File: src/rtl/vga_cell_scanner_pkg.sv
// Shared constants and types for the cell-based VGA scan-out path.
package vga_cell_scanner_pkg;

    // 640x480 @ 60 Hz timing, in pixels (horizontal) and lines (vertical)
    localparam int H_VISIBLE_DEF = 640;
    localparam int H_FRONT_DEF   = 16;
    localparam int H_SYNC_DEF    = 96;
    localparam int H_BACK_DEF    = 48;
    localparam int H_TOTAL_DEF   = H_VISIBLE_DEF + H_FRONT_DEF + H_SYNC_DEF + H_BACK_DEF;

    localparam int V_VISIBLE_DEF = 480;
    localparam int V_FRONT_DEF   = 10;
    localparam int V_SYNC_DEF    = 2;
    localparam int V_BACK_DEF    = 33;
    localparam int V_TOTAL_DEF   = V_VISIBLE_DEF + V_FRONT_DEF + V_SYNC_DEF + V_BACK_DEF;

    // One RAM word colours a square cell of 2^CELL_SHIFT pixels per edge
    localparam int CELL_SHIFT_DEF    = 3;
    localparam int CELLS_PER_ROW_DEF = H_VISIBLE_DEF >> CELL_SHIFT_DEF;

    localparam int ADDR_WIDTH_DEF = 13;
    localparam int DATA_WIDTH_DEF = 8;

    // Colour bits inside a RAM word: {R,G,B} in the low three bits
    localparam int RGB_WIDTH     = 3;
    localparam int RGB_RED_BIT   = 2;
    localparam int RGB_GREEN_BIT = 1;
    localparam int RGB_BLUE_BIT  = 0;

    // Per-pixel decode that travels down the pipeline next to the RAM data
    typedef struct packed {
        logic visible;
        logic hsync_n;
        logic vsync_n;
        logic frame_start;
    } scan_flags_t;

    // Value of the flag pipeline while idle or in reset: blank, syncs inactive
    localparam scan_flags_t SCAN_FLAGS_IDLE = '{
        visible:     1'b0,
        hsync_n:     1'b1,
        vsync_n:     1'b1,
        frame_start: 1'b0
    };

    // Counter width able to hold 0..total-1
    function automatic int count_width(input int total);
        return (total > 1) ? $clog2(total) : 1;
    endfunction

endpackage

File: src/rtl/vga_cell_scanner_if.sv
// RAM read port plus video outputs of the cell scanner.
interface vga_cell_scanner_if
    import vga_cell_scanner_pkg::*;
#(
    parameter int ADDR_WIDTH = ADDR_WIDTH_DEF,
    parameter int DATA_WIDTH = DATA_WIDTH_DEF
);
    logic [ADDR_WIDTH-1:0] read_address;
    logic [DATA_WIDTH-1:0] read_data;
    logic                  hsync;
    logic                  vsync;
    logic                  red;
    logic                  green;
    logic                  blue;
    logic                  frame_start;

    // Scanner side: drives the RAM address and the video pins
    modport master (
        output read_address,
        input  read_data,
        output hsync,
        output vsync,
        output red,
        output green,
        output blue,
        output frame_start
    );

    // RAM / display side
    modport slave (
        input  read_address,
        output read_data,
        input  hsync,
        input  vsync,
        input  red,
        input  green,
        input  blue,
        input  frame_start
    );
endinterface

File: src/rtl/vga_timing_counter.sv
// Raster H/V counters with visible, sync and frame-start decode (stage 0).
module vga_timing_counter
    import vga_cell_scanner_pkg::*;
#(
    parameter int H_VISIBLE = H_VISIBLE_DEF,
    parameter int H_FRONT   = H_FRONT_DEF,
    parameter int H_SYNC    = H_SYNC_DEF,
    parameter int H_BACK    = H_BACK_DEF,
    parameter int V_VISIBLE = V_VISIBLE_DEF,
    parameter int V_FRONT   = V_FRONT_DEF,
    parameter int V_SYNC    = V_SYNC_DEF,
    parameter int V_BACK    = V_BACK_DEF,
    parameter int H_CNT_W   = count_width(H_VISIBLE + H_FRONT + H_SYNC + H_BACK),
    parameter int V_CNT_W   = count_width(V_VISIBLE + V_FRONT + V_SYNC + V_BACK)
) (
    input  logic               Clock,
    input  logic               Reset,
    output logic [H_CNT_W-1:0] h_count,
    output logic [V_CNT_W-1:0] v_count,
    output scan_flags_t        flags
);
    localparam int H_TOTAL = H_VISIBLE + H_FRONT + H_SYNC + H_BACK;
    localparam int V_TOTAL = V_VISIBLE + V_FRONT + V_SYNC + V_BACK;

    localparam logic [H_CNT_W-1:0] H_LAST       = H_CNT_W'(H_TOTAL - 1);
    localparam logic [H_CNT_W-1:0] H_VIS_END    = H_CNT_W'(H_VISIBLE);
    localparam logic [H_CNT_W-1:0] H_SYNC_START = H_CNT_W'(H_VISIBLE + H_FRONT);
    localparam logic [H_CNT_W-1:0] H_SYNC_END   = H_CNT_W'(H_VISIBLE + H_FRONT + H_SYNC);

    localparam logic [V_CNT_W-1:0] V_LAST       = V_CNT_W'(V_TOTAL - 1);
    localparam logic [V_CNT_W-1:0] V_VIS_END    = V_CNT_W'(V_VISIBLE);
    localparam logic [V_CNT_W-1:0] V_SYNC_START = V_CNT_W'(V_VISIBLE + V_FRONT);
    localparam logic [V_CNT_W-1:0] V_SYNC_END   = V_CNT_W'(V_VISIBLE + V_FRONT + V_SYNC);

    logic [H_CNT_W-1:0] h_count_reg;
    logic [H_CNT_W-1:0] h_count_next;
    logic [V_CNT_W-1:0] v_count_reg;
    logic [V_CNT_W-1:0] v_count_next;

    // Next raster position: H advances every pixel, V advances on the last pixel of a line
    always_comb begin
        h_count_next = h_count_reg + 1'b1;
        v_count_next = v_count_reg;
        if (h_count_reg == H_LAST) begin
            h_count_next = '0;
            if (v_count_reg == V_LAST) begin
                v_count_next = '0;
            end else begin
                v_count_next = v_count_reg + 1'b1;
            end
        end
    end

    // Raster position register; reset parks the scan at pixel (0,0)
    always_ff @(posedge Clock or posedge Reset) begin
        if (Reset) begin
            h_count_reg <= '0;
            v_count_reg <= '0;
        end else begin
            h_count_reg <= h_count_next;
            v_count_reg <= v_count_next;
        end
    end

    // Decode the current position into visible, active-low syncs and frame start
    always_comb begin
        flags             = SCAN_FLAGS_IDLE;
        flags.visible     = (h_count_reg < H_VIS_END) && (v_count_reg < V_VIS_END);
        flags.hsync_n     = !((h_count_reg >= H_SYNC_START) && (h_count_reg < H_SYNC_END));
        flags.vsync_n     = !((v_count_reg >= V_SYNC_START) && (v_count_reg < V_SYNC_END));
        flags.frame_start = (h_count_reg == '0) && (v_count_reg == '0);
    end

    assign h_count = h_count_reg;
    assign v_count = v_count_reg;

endmodule

File: src/rtl/vga_cell_scanner.sv
// Scans the raster, reads one RAM cell word per pixel and emits RGB with
// matched syncs. Outputs lag the raster counters by two pixel clocks.
module vga_cell_scanner
    import vga_cell_scanner_pkg::*;
#(
    parameter int H_VISIBLE  = H_VISIBLE_DEF,
    parameter int H_FRONT    = H_FRONT_DEF,
    parameter int H_SYNC     = H_SYNC_DEF,
    parameter int H_BACK     = H_BACK_DEF,
    parameter int V_VISIBLE  = V_VISIBLE_DEF,
    parameter int V_FRONT    = V_FRONT_DEF,
    parameter int V_SYNC     = V_SYNC_DEF,
    parameter int V_BACK     = V_BACK_DEF,
    parameter int CELL_SHIFT = CELL_SHIFT_DEF,
    parameter int ADDR_WIDTH = ADDR_WIDTH_DEF,
    parameter int DATA_WIDTH = DATA_WIDTH_DEF
) (
    input  logic                Clock,
    input  logic                Reset,
    vga_cell_scanner_if.master  bus
);
    localparam int H_CNT_W       = count_width(H_VISIBLE + H_FRONT + H_SYNC + H_BACK);
    localparam int V_CNT_W       = count_width(V_VISIBLE + V_FRONT + V_SYNC + V_BACK);
    localparam int CELLS_PER_ROW = H_VISIBLE >> CELL_SHIFT;

    logic [H_CNT_W-1:0]    h_count;
    logic [V_CNT_W-1:0]    v_count;
    scan_flags_t           flags;

    logic [ADDR_WIDTH-1:0] cell_row;
    logic [ADDR_WIDTH-1:0] cell_col;
    logic [ADDR_WIDTH-1:0] cell_address;

    scan_flags_t           s1_flags_reg;
    logic                  hsync_reg;
    logic                  vsync_reg;
    logic                  frame_start_reg;
    logic [RGB_WIDTH-1:0]  colour;

    // Word bits above the colour field carry no meaning for this display
    logic                  unused_data_bits;
    assign unused_data_bits = ^bus.read_data[DATA_WIDTH-1:RGB_WIDTH];

    vga_timing_counter #(
        .H_VISIBLE (H_VISIBLE),
        .H_FRONT   (H_FRONT),
        .H_SYNC    (H_SYNC),
        .H_BACK    (H_BACK),
        .V_VISIBLE (V_VISIBLE),
        .V_FRONT   (V_FRONT),
        .V_SYNC    (V_SYNC),
        .V_BACK    (V_BACK),
        .H_CNT_W   (H_CNT_W),
        .V_CNT_W   (V_CNT_W)
    ) u_timing (
        .Clock   (Clock),
        .Reset   (Reset),
        .h_count (h_count),
        .v_count (v_count),
        .flags   (flags)
    );

    // Cell index of the current pixel; arithmetic wraps at ADDR_WIDTH bits
    always_comb begin
        cell_row     = ADDR_WIDTH'(v_count >> CELL_SHIFT);
        cell_col     = ADDR_WIDTH'(h_count >> CELL_SHIFT);
        cell_address = cell_row * ADDR_WIDTH'(CELLS_PER_ROW) + cell_col;
    end

    // Blanking pixels read address 0 so the RAM port sees a stable address
    assign bus.read_address = flags.visible ? cell_address : '0;

    // Stage 1: hold the decode while the RAM registers the word for this pixel
    always_ff @(posedge Clock or posedge Reset) begin
        if (Reset) begin
            s1_flags_reg <= SCAN_FLAGS_IDLE;
        end else begin
            s1_flags_reg <= flags;
        end
    end

    // Stage 2: syncs and frame start line up with the colour registered below
    always_ff @(posedge Clock or posedge Reset) begin
        if (Reset) begin
            hsync_reg       <= 1'b1;
            vsync_reg       <= 1'b1;
            frame_start_reg <= 1'b0;
        end else begin
            hsync_reg       <= s1_flags_reg.hsync_n;
            vsync_reg       <= s1_flags_reg.vsync_n;
            frame_start_reg <= s1_flags_reg.frame_start;
        end
    end

    // Stage 2 colour: one register per channel, gated to black outside the visible area
    for (genvar gi = 0; gi < RGB_WIDTH; gi++) begin : g_channel
        logic channel_reg;

        // Capture this channel of the RAM word for visible pixels only
        always_ff @(posedge Clock or posedge Reset) begin
            if (Reset) begin
                channel_reg <= 1'b0;
            end else begin
                channel_reg <= s1_flags_reg.visible & bus.read_data[gi];
            end
        end

        assign colour[gi] = channel_reg;
    end

    assign bus.hsync       = hsync_reg;
    assign bus.vsync       = vsync_reg;
    assign bus.frame_start = frame_start_reg;
    assign bus.red         = colour[RGB_RED_BIT];
    assign bus.green       = colour[RGB_GREEN_BIT];
    assign bus.blue        = colour[RGB_BLUE_BIT];

endmodule

File: src/flat_wrapper.sv
// flat-port wrapper written by rule: the top's interface ports become plain ports
module vga_cell_scanner_flat import vga_cell_scanner_pkg::*;
#(
    parameter int H_VISIBLE  = H_VISIBLE_DEF,
    parameter int H_FRONT    = H_FRONT_DEF,
    parameter int H_SYNC     = H_SYNC_DEF,
    parameter int H_BACK     = H_BACK_DEF,
    parameter int V_VISIBLE  = V_VISIBLE_DEF,
    parameter int V_FRONT    = V_FRONT_DEF,
    parameter int V_SYNC     = V_SYNC_DEF,
    parameter int V_BACK     = V_BACK_DEF,
    parameter int CELL_SHIFT = CELL_SHIFT_DEF,
    parameter int ADDR_WIDTH = ADDR_WIDTH_DEF,
    parameter int DATA_WIDTH = DATA_WIDTH_DEF
)
  (Clock, Reset, bus_read_address, bus_read_data, bus_hsync, bus_vsync, bus_red, bus_green, bus_blue, bus_frame_start);
  vga_cell_scanner_if #(.ADDR_WIDTH(ADDR_WIDTH), .DATA_WIDTH(DATA_WIDTH)) bus_i ();
  input  logic Clock;
  input  logic Reset;
  output wire logic [$bits(bus_i.read_address)-1:0] bus_read_address;
  input wire logic [$bits(bus_i.read_data)-1:0] bus_read_data;
  output wire logic [$bits(bus_i.hsync)-1:0] bus_hsync;
  output wire logic [$bits(bus_i.vsync)-1:0] bus_vsync;
  output wire logic [$bits(bus_i.red)-1:0] bus_red;
  output wire logic [$bits(bus_i.green)-1:0] bus_green;
  output wire logic [$bits(bus_i.blue)-1:0] bus_blue;
  output wire logic [$bits(bus_i.frame_start)-1:0] bus_frame_start;
  assign bus_read_address = bus_i.read_address;
  assign bus_i.read_data = bus_read_data;
  assign bus_hsync = bus_i.hsync;
  assign bus_vsync = bus_i.vsync;
  assign bus_red = bus_i.red;
  assign bus_green = bus_i.green;
  assign bus_blue = bus_i.blue;
  assign bus_frame_start = bus_i.frame_start;
  vga_cell_scanner #(.H_VISIBLE(H_VISIBLE), .H_FRONT(H_FRONT), .H_SYNC(H_SYNC), .H_BACK(H_BACK), .V_VISIBLE(V_VISIBLE), .V_FRONT(V_FRONT), .V_SYNC(V_SYNC), .V_BACK(V_BACK), .CELL_SHIFT(CELL_SHIFT), .ADDR_WIDTH(ADDR_WIDTH), .DATA_WIDTH(DATA_WIDTH)) u_core (.Clock(Clock), .Reset(Reset), .bus(bus_i));
endmodule
File: config.mk
export PLATFORM = sky130hd
export DESIGN_NAME = vga_cell_scanner_flat
export DESIGN_NICKNAME = d
export VERILOG_FILES = /design/src/rtl/vga_cell_scanner_pkg.sv /design/src/rtl/vga_cell_scanner_if.sv /design/src/rtl/vga_timing_counter.sv /design/src/rtl/vga_cell_scanner.sv /design/src/flat_wrapper.sv
export SDC_FILE = /design/constraint.sdc
export NUM_CORES = 1
export LEC_CHECK = 0
export ABC_AREA = 1
export BUFFER_PORTS_ARGS = -buffer_cell sky130_fd_sc_hd__buf_4
export CORE_MARGIN = 3
export CORE_UTILIZATION = 30
export DETAILED_ROUTE_END_ITERATION = 7
export SETUP_SLACK_MARGIN = 0.05
export SLEW_MARGIN = 20
export SYNTH_ARGS = -nofsm -noshare
export SYNTH_HDL_FRONTEND = slang
export SYNTH_SLANG_ARGS = --single-unit
File: constraint.sdc
create_clock -name Clock -period 7.9 [get_ports Clock]
set_input_delay 1.58 -clock Clock [delete_from_list [all_inputs] [get_ports Clock]]
set_output_delay 1.58 -clock Clock [all_outputs]
set_load 0.01 [all_outputs]
==> reports/results.ini, run 1 <==
[clocking]
postCtsSetupRepairBufs=0
htreeDepth=2
numCtsBuffers=5
clkLatencyLatePin_ns=0.28
clk_path_buf_depth=2
hold_buffers=0
clock-sinks=30
cts_tree=done
cts_root_buf=clkbuf_8
cts_resized=0
clk_pin_slew_ns=0.06

[placement]
io_buffers=23
gp_routability_congestion=0.9254
dp_hpwl_microns=3239
dp.cells=358

[timing]
final.setup_skew_ns=0.004414
finalCritPeriodShare=0.5407
fmax_mhz=234.1
min_period_ns=4.271
hold_viol=0
setup_violations=0
rsz0062_at_grt=false
hold_slack_ns=0.3555
slew_violations=0
worst_slew_pin_slew_ns=0.3821
slew_headroom=0.7453
fin_tns_setup_ns=0

[global_routing]
antenna_found_initial=0
grt.overflow.total=0
grt_pass1_vias=1576
grt_use_total=0.1185
grt_max_degree=31
grt_pass1_wl_microns=7210

[floorplanning]
die_width_microns=87.87
die_area_sq_mm=0.007720
initial_core_util=0.3131
io_pins=29
die_h_microns=87.87
rows=29
fp.coreArea_sq_mm=0.006422

[finish]
area_growth_pct=20.29
fillers=663
layout-drive-gt1-share=0.1696
regArea_sq_um=755.7
n_antenna_cell=0
layout.cells.non_filler=366
multi_input_area_sq_mm=0.001075
final_net_count=317

[worst_hold_path]
hp-class=reg2reg
min_to=u_core.bus.vsync$_DFF_PP1_
hold_path_depth=0
worstHoldStart=u_core.s1_flags_reg[1]$_DFF_PP1_

[setup_path]
r2r_end=u_core.u_timing.v_count[8]$_DFFE_PP0N_
rrSetupSlack_ns=6.24
worst-setup-path-type=reg2out
crit_path_max_fanout=7
r2r_start=u_core.u_timing.h_count[0]$_DFF_PP0_
critPathRequiredTime_ns=6.32
reg2reg_depth=8
startpoint_type=flip-flop
worst_setup_path_end_kind=output port
max_stage_delay_ns=0.55
cpMaxStageDelayCell=fa_1
crit_chain=ha_1, ha_1, fa_1, nand2_1, inv_1, nand4_1, a21oi_1, nand3_1, nand2_1, nor2_1, buf_4
cp.arrival_ns=2.69

[synth]
synth_fp_nets=287
ys_seq_elements=30
syn_inst=258
syn_area_sq_mm=0.002011
syn_area_per_cell_sq_um=7.793
synth.distinct_cells=27
seq_area_frac_synth=0.3759
yosysWarnings=0

[drt]
met3_length_microns=218
routed-wl-met2_microns=1899
drt_wl_total_microns=4193
drt_iter0_drc=80
wl_per_cell_microns=11.46
drc=0
via_per_inst=4.694
firstDrtPassIters=4
ant_nets=0
wl_met1_microns=2008
highest_layer=met4
via_count=1718

[outcome]
outcome=complete, no violations

[power_and_ir_drop]
p_leak_nw=1.301
powerDensity_mw_per_mm2=147.1
peakVddDrop_mv=0.05973

[job]
max-cap-violations=0

worst max-delay path: cells and delay by family, from the launching register on:
family | cells | cell delay [ns]
AO/OA/AOI/OAI | 1 | 0.25
flip-flops | 1 | 0.46
AND/OR/NAND/NOR | 5 | 0.39
adder cells (fa/ha/maj) | 3 | 1.11
buffers and inverters | 2 | 0.21
layout by cell type (no fill, tap or decap), types with 2 or more instances in the layout:
cell type | synthesis | routed
ha_1 | 17 | 17
bufinv_16 | 0 | 2
nand3_2 | 2 | 2
buf_4 | 0 | 24
a21oi_1 | 8 | 8
nand4_1 | 10 | 10
inv_1 | 41 | 41
nor4_1 | 2 | 2
nor3_1 | 7 | 7
xnor2_1 | 3 | 3
clkbuf_8 | 0 | 6
inv_2 | 4 | 4
xor2_1 | 6 | 6
dfstp_2 | 4 | 4
dfrtp_1 | 26 | 26
nand2_1 | 52 | 52
fa_1 | 2 | 2
nand3_1 | 19 | 19
o21ai_0 | 6 | 6
nor3_2 | 2 | 2
o21ai_1 | 6 | 6
nor2_1 | 33 | 33
routing by layer:
metal	global-route usage	vias up
met3	0.04045	9
li1	-	889
met2	0.1815	40
met1	0.1584	780
met5	0	-
met4	0.03487	0
where the power goes:
part	total (mW)	switching (mW)	internal, mW
combinational	0.00701	0.00421	0.00279
sequential	0.155	0.000185	0.154
clock	0.194	0.0596	0.135
total	0.356	0.0640	0.292
through the flow:
step                power, mW  utilization  setup slack (ns)  instance area (sq um)
floorplan              0.1607            -             4.171                   2011
global placement       0.1647       0.3544             3.965                   2276
detailed placement     0.1648       0.3544             3.927                   2276
CTS                    0.3598       0.3766             3.603                   2419
global route           0.3692       0.3766             3.419                   2419
finish                 0.3558       0.3766             3.629                   2419
worst max path at each step:
stage / startpoint / end / slack, ns / cells past startpoint
finish: u_core.u_timing.v_count[4]$_DFFE_PP0N_ / bus_read_address[11] / 3.63 / 11
global route: u_core.u_timing.v_count[4]$_DFFE_PP0N_ / bus_read_address[11] / 3.42 / 11
CTS: u_core.u_timing.v_count[4]$_DFFE_PP0N_ / bus_read_address[11] / 3.60 / 11
detailed placement: u_core.u_timing.v_count[4]$_DFFE_PP0N_ / bus_read_address[11] / 3.93 / 11
global placement: u_core.u_timing.v_count[4]$_DFFE_PP0N_ / bus_read_address[11] / 3.96 / 11
floorplan: u_core.u_timing.v_count[4]$_DFFE_PP0N_ / bus_read_address[11] / 4.17 / 9
synthesized netlist by cell type:
cell type / count / area share
nand4_1: 10 / 0.031
dfrtp_1: 26 / 0.32
nand3_1: 19 / 0.047
nor2_1: 33 / 0.062
o21ai_0: 6 / 0.015
o211ai_1: 1 / 0.0037
nand2_1: 52 / 0.097
a21oi_1: 8 / 0.020
xor2_1: 6 / 0.026
fa_1: 2 / 0.020
inv_1: 41 / 0.077
buf_6: 1 / 0.0056
nand2_4: 1 / 0.0056
nor3_2: 2 / 0.010
nor2_8: 1 / 0.010
nor3_1: 7 / 0.017
dfstp_2: 4 / 0.052
nand3b_4: 1 / 0.010
nor2_2: 1 / 0.0031
ha_1: 17 / 0.11
nor4_1: 2 / 0.0062
xnor2_1: 3 / 0.013
inv_2: 4 / 0.0075
nand2_2: 1 / 0.0031
o21ai_1: 6 / 0.015
nand3_2: 2 / 0.010
nand3b_1: 1 / 0.0037
cells by family (layout without fill, tap and decap cells):
family / Yosys count / count (layout) / share of synthesized area
XOR/XNOR: 9 / 9 / 0.03921
adder cells (fa/ha/maj): 19 / 19 / 0.1257
AND/OR/NAND/NOR: 133 / 133 / 0.3161
AO/OA/AOI/OAI: 21 / 21 / 0.05352
flip-flops: 30 / 30 / 0.3759
buffers and inverters: 46 / 77 / 0.08961
area by class of cell:
type	instances	share of cell area
Multi-Input combinational cell	182	0.4444
Sequential cell	30	0.3125
Timing Repair Buffer	24	0.07450
Inverter	45	0.06984
Tap cell	77	0.03983
Clock buffer	6	0.03414
Clock inverter	2	0.02483
(Power assumes the default switching activity.)
==> run 2: changes to the inputs <==
Clock period 7.9 ns to 4.4 ns, I/O delays scaled along.
==> reports/results.ini, run 2 (synthesis results as in run 1) <==
[setup_path]
max_stage_delay_ns=0.55  ; about the same
cp.arrival_ns=2.69  ; about the same
crit_path_max_fanout=7  ; unchanged
crit_chain=ha_1, ha_1, fa_1, nand2_1, inv_1, nand4_1, a21oi_1, nand3_1, nand2_1, nor2_1, buf_4
cpMaxStageDelayCell=fa_1
worst-setup-path-type=reg2out
critPathRequiredTime_ns=3.52  ; -2.80 ns
crit_family=adder cells
r2r_start=u_core.u_timing.h_count[0]$_DFF_PP0_
worst_setup_path_end_kind=output port
cp.buffers_inverters=2  ; unchanged
startpoint=u_core.u_timing.v_count[4]$_DFFE_PP0N_
startpoint_type=flip-flop

[timing]
finalCritPeriodShare=0.8112
hold_viol=0  ; unchanged
rsz0062_at_grt=false
slew_violations=0  ; unchanged
setup_slack_ns=0.8309  ; -2.798 ns
fmax_mhz=280.2
worst_slew_pin_slew_ns=0.3669  ; -0.01513 ns
min_period_ns=3.569
fin_tns_setup_ns=0  ; unchanged
setup_violations=0  ; unchanged
final.setup_skew_ns=0.005984  ; +0.001569 ns
slew_headroom=0.7554  ; +0.01009

[outcome]
outcome=complete, no violations

[clocking]
clkLatencyLatePin_ns=0.28  ; about the same
numCtsBuffers=5  ; unchanged
cts_resized=0  ; unchanged
hold_buffers=0  ; unchanged
postCtsSetupRepairBufs=0  ; unchanged
clock-sinks=30  ; unchanged
clk_path_buf_depth=2  ; unchanged
cts_root_buf=clkbuf_8
cts_tree=done
htreeDepth=2  ; unchanged
clk_pin_slew_ns=0.06  ; about the same

[floorplanning]
fp.coreArea_sq_mm=0.006422  ; unchanged
die_area_sq_mm=0.007720  ; unchanged
rows=29  ; unchanged
die_width_microns=87.87  ; unchanged
initial_core_util=0.3131  ; unchanged
io_pins=29  ; unchanged
die_h_microns=87.87  ; unchanged

[drt]
drt_wl_total_microns=4169  ; -0.57%
firstDrtPassIters=4  ; unchanged
via_per_inst=4.656  ; -0.81%
wl_per_cell_microns=11.39  ; -0.57%
drc=0  ; unchanged
drt_iter0_drc=117  ; +46%
via_count=1704  ; -0.81%
ant_nets=0  ; unchanged

[finish]
n_antenna_cell=0  ; unchanged
area_growth_pct=20.29  ; unchanged
final_cell_mix=52 x nand2_1, 41 x inv_1, 33 x nor2_1
final_common_cell=nand2_1
layout-drive-gt1-share=0.1696  ; unchanged
final_net_count=317  ; unchanged

[power_and_ir_drop]
peakVddDrop_mv=0.1185  ; +98%
power.switching_mw=0.1116  ; +74%
clkPwrFrac=0.543  ; -0.003
swShare=0.1756  ; -0.004300
pwr-share-comb=0.020  ; about the same
powerDensity_mw_per_mm2=262.7  ; +79%
p_leak_nw=1.301  ; unchanged
seq_power_share=0.437  ; +0.002
p_int_mw=0.5239  ; +80%

[global_routing]
grt.busiest_layer=met2
use_met1=0.1552  ; -0.003159
met3_usage=0.03669  ; -0.003763
antenna_found_initial=0  ; unchanged
grt_pass1_wl_microns=7500  ; +4.0%
met2_usage=0.2000  ; +0.01849
grt_use_total=0.1229  ; +0.004417
grt_pass1_vias=1658  ; +5.2%
grt.overflow.total=0  ; unchanged
grt_max_degree=31  ; unchanged

[worst_hold_path]
hp-class=reg2reg
worstHoldStart=u_core.s1_flags_reg[1]$_DFF_PP1_

[placement]
gp_routability_congestion=0.9115  ; -1.5%
place_ws_ns=1.141  ; -2.786 ns
dp_hpwl_microns=3223  ; -0.49%
io_buffers=23  ; unchanged

[job]
max-cap-violations=0  ; unchanged

[run 2: cell counts in the layout (fill, tap and decap cells not counted)]
Identical to the previous run, type by type.
[run 2: power groups by stage]
stage	Combinational [mW]	Clock, mW	Sequential, mW
global route	0.0148	0.368	0.278
floorplan	0.00503	0	0.284
detailed placement	0.0130	0	0.283
CTS	0.0132	0.355	0.278
global placement	0.0130	0	0.283
finish	0.0124	0.345	0.278
[run 2: final cells by class]
cell class,count,area (sq um)
Clock buffer,6,82.58
Clock inverter,2,60.06
Fill cell,680,4004
Inverter,45,168.9
Multi-Input combinational cell,182,1075
Sequential cell,30,755.7
Tap cell,77,96.34
Timing Repair Buffer,24,180.2
[run 2: worst register-to-register path: stages (launching register included)]
cell	delay, ns
dfrtp_1	0.42
ha_1	0.23
nand3_2	0.12
inv_2	0.09
nand2_4	0.07
nor2_8	0.24
inv_1	0.18
o21ai_0	0.13
a21oi_1	0.06
[run 2: layer usage]
layer	up-vias	routed length, microns
li1	888	-
met1	775	1941
met4	0	72
met5	-	0
met3	7	206
met2	34	1948
[run 2: path summary, 6_finish.rpt]
kind	to	slack [ns]	cells after the start
worst max-delay path	bus_read_address[11]	0.83	11
worst min-delay path	u_core.bus.vsync$_DFF_PP1_	0.36	0
worst max register to register	u_core.u_timing.h_count[8]$_DFF_PP0_	2.77	8
worst min register to register	u_core.bus.vsync$_DFF_PP1_	0.36	0
max in group asynchronous	u_core.bus.hsync$_DFF_PP1_	3.42	3
min in group asynchronous	u_core.u_timing.h_count[9]$_DFF_PP0_	0.67	3
[run 2: through the flow]
stage	area [sq um]	hold slack, ns	total power [mW]	util	instances
2_1_floorplan	2011	0.3312	0.2885	-	258
3_3_place_gp	2276	0.3393	0.2957	0.3544	358
3_5_place_dp	2276	0.3442	0.2957	0.3544	358
4_1_cts	2419	0.3562	0.6456	0.3766	366
5_1_grt	2419	0.3591	0.6607	0.3766	366
6_report	2419	0.3551	0.6354	0.3766	366
==> run 3: changes to the inputs <==
Settings changed: ABC_AREA 1 to 0.
Clock period 4.4 ns to 3.7 ns, I/O delays scaled along.
==> reports/results.ini, run 3 <==
[drt]
via_count=1398  ; -18%
wl_per_cell_microns=12.50  ; +9.8%
firstDrtPassIters=4  ; unchanged
ant_nets=0  ; unchanged
drt_wl_total_microns=3638  ; -13%
drt_iter0_drc=75  ; -36%
drc=0  ; unchanged
via_per_inst=4.804  ; +3.2%

[placement]
dp.cells=283  ; -21%
gp_routability_congestion=0.7388  ; -19%
dp_hpwl_microns=2759  ; -14%
io_buffers=23  ; unchanged

[clocking]
clk_pin_slew_ns=0.07  ; about the same
cts_root_buf=clkbuf_8
clkLatencyLatePin_ns=0.28  ; about the same
postCtsSetupRepairBufs=0  ; unchanged
hold_buffers=0  ; unchanged
clk_path_buf_depth=2  ; unchanged
htreeDepth=2  ; unchanged
clock-sinks=30  ; unchanged
cts_resized=0  ; unchanged
numCtsBuffers=5  ; unchanged
cts_tree=done

[finish]
layout.cells.non_filler=291  ; -20%
area_growth_pct=19.08
final_cell_mix=26 x buf_4, 26 x dfrtp_1, 20 x nor2_1
fillers=618  ; -9.1%
final_net_count=244  ; -23%
n_antenna_cell=0  ; unchanged
layout-drive-gt1-share=0.2315  ; +0.06193

[synth]
yosysMostFrequentCell=dfrtp_1
synthTopCellsByCount=26 x dfrtp_1, 20 x nor2_1, 17 x ha_1
synthTopCellsByArea=dfrtp_1 35%, ha_1 11%, dfstp_2 5.7%, xor2_1 4.7%, nor2_1 4.0%
synth_top_area_share=0.3506  ; +0.02706
synth_fp_nets=217  ; -24%
async_reset_ff_frac=1.000  ; unchanged
syn_area_per_cell_sq_um=9.870  ; +27%
ys_seq_elements=30  ; unchanged
syn_inst=188  ; -27%
yosysTopAreaCell=dfrtp_1
synth_edf_count=0  ; unchanged
yosysWarnings=0  ; unchanged
synth.distinct_cells=43  ; +59%
syn_area_sq_mm=0.001856  ; -7.7%
synthFlopType=dfrtp_1
seq_area_frac_synth=0.4073  ; +0.03143

[setup_path]
cp.arrival_ns=2.73  ; +0.04 ns
rrSetupSlack_ns=1.61  ; -1.16 ns
crit_path_max_fanout=8  ; +1
critPathRequiredTime_ns=2.96  ; -0.56 ns
startpoint_type=flip-flop
worst-setup-path-type=reg2out
worst_setup_path_end_kind=output port

[floorplanning]
fp.coreArea_sq_mm=0.005956  ; -7.3%
io_pins=29  ; unchanged
die_width_microns=84.65  ; -3.7%
die_area_sq_mm=0.007165  ; -7.2%
initial_core_util=0.3116  ; -0.001518
die_h_microns=84.65  ; -3.7%
rows=28  ; -3.4%

[global_routing]
grt.overflow.total=0  ; unchanged
grt_pass1_vias=1294  ; -22%
grt_pass1_wl_microns=6223  ; -17%
grt_max_degree=29  ; -6.5%
grt_use_total=0.1083  ; -0.01458
antenna_found_initial=0  ; unchanged

[power_and_ir_drop]
powerDensity_mw_per_mm2=278.6  ; +6.1%
pwr-share-comb=0.025  ; +0.005
clkPwrFrac=0.438  ; -0.105
power.switching_mw=0.1291  ; +16%
p_leak_nw=1.087  ; -16%
peakVddDrop_mv=0.1542  ; +30%
seq_power_share=0.537  ; +0.100
swShare=0.2097  ; +0.03415
p_int_mw=0.4865  ; -7.1%

[timing]
hold_viol=0  ; unchanged
fmax_mhz=288.5
slew_violations=0  ; unchanged
final.setup_skew_ns=0.008591  ; +0.002608 ns
finalCritPeriodShare=0.9368
rsz0062_at_grt=false
setup_violations=0  ; unchanged
slew_headroom=0.6043  ; -0.1510
fin_tns_setup_ns=0  ; unchanged
min_period_ns=3.466
worst_slew_pin_slew_ns=0.5926  ; +0.2257 ns

[worst_hold_path]
hp-class=reg2reg

[job]
max-cap-violations=0  ; unchanged

[outcome]
outcome=complete, no violations

==> run 3: cell types whose count changed after synthesis, sizes merged, moves of 4 or more <==
cell,delta
nand3,-13
and2,+10
o21ai,-4
nor2,-15
inv,-35
nand4,-5
nand2,-40
xnor2,+5
a21oi,-6
xor2,+4
==> run 3: per-stage QoR <==
step	cell area [sq um]	power (mW)	hold slack [ns]	util	worst slack [ns]
global placement	2118	0.3522	0.3346	0.3557	0.5253
floorplan	1856	0.3430	0.3312	-	0.7095
global route	2210	0.6384	0.3587	0.3710	0.05025
CTS	2210	0.6224	0.3567	0.3710	0.1961
detailed placement	2118	0.3524	0.3378	0.3557	0.5224
finish	2210	0.6157	0.3571	0.3710	0.2337
==> run 3: final cells by class <==
class	count	area, sq um	area share
Tap cell	75	93.84	0.04247
Inverter	10	37.54	0.01699
Clock buffer	7	86.33	0.03907
Multi-Input combinational cell	142	1036	0.4689
Clock inverter	1	5.005	0.002265
Sequential cell	30	755.7	0.3420
Timing Repair Buffer	26	195.2	0.08834
==> run 3: logic make-up (layout without fill, tap and decap cells) <==
group           Yosys count  after routing  synth area share
buf+inv                  16             44           0.03439
compound gates           22             22           0.07620
xor+xnor                 18             18           0.08496
flops                    30             30            0.4073
mux                       2              2           0.01146
fa+ha+maj                19             19            0.1362
simple gates             81             81            0.2495
==> run 3: routing by layer <==
metal | global-route usage | up-vias | share of wire | wire length [microns]
met5 | 0 | - | 0 | 0
met4 | 0.02590 | 0 | 0.0044 | 16
met3 | 0.03238 | 2 | 0.029 | 107
met2 | 0.1658 | 13 | 0.46 | 1687
met1 | 0.1505 | 677 | 0.50 | 1826
li1 | - | 706 | - | -
==> run 3: power groups by stage <==
stage | logic (mW) | clock network, mW | registers, mW
after floorplan | 0.00590 | 0 | 0.337
after global placement | 0.0160 | 0 | 0.336
after detailed placement | 0.0161 | 0 | 0.336
after CTS | 0.0162 | 0.276 | 0.330
after global routing | 0.0179 | 0.290 | 0.330
final | 0.0156 | 0.270 | 0.330
==> run 3: critical path, cell delays in order (launching register included) <==
cell     delay [ns]
dfrtp_1        0.47
ha_1           0.33
ha_1           0.22
fa_1           0.40
xor2_1         0.23
nand2_1        0.10
nor4_1         0.35
xnor2_1        0.16
nor2_1         0.05
buf_4          0.14
==> run 3: worst paths after layout <==
check | from | to | cells after the start
max in group asynchronous | Reset | u_core.s1_flags_reg[1]$_DFF_PP1_ | 3
max reg2reg | u_core.u_timing.h_count[0]$_DFF_PP0_ | u_core.u_timing.v_count[7]$_DFFE_PP0N_ | 6
min reg2reg | u_core.s1_flags_reg[2]$_DFF_PP1_ | u_core.bus.hsync$_DFF_PP1_ | 0
min | u_core.s1_flags_reg[2]$_DFF_PP1_ | u_core.bus.hsync$_DFF_PP1_ | 0
min in group asynchronous | Reset | u_core.u_timing.v_count[2]$_DFFE_PP0N_ | 2
max | u_core.u_timing.v_count[4]$_DFFE_PP0N_ | bus_read_address[11] | 9
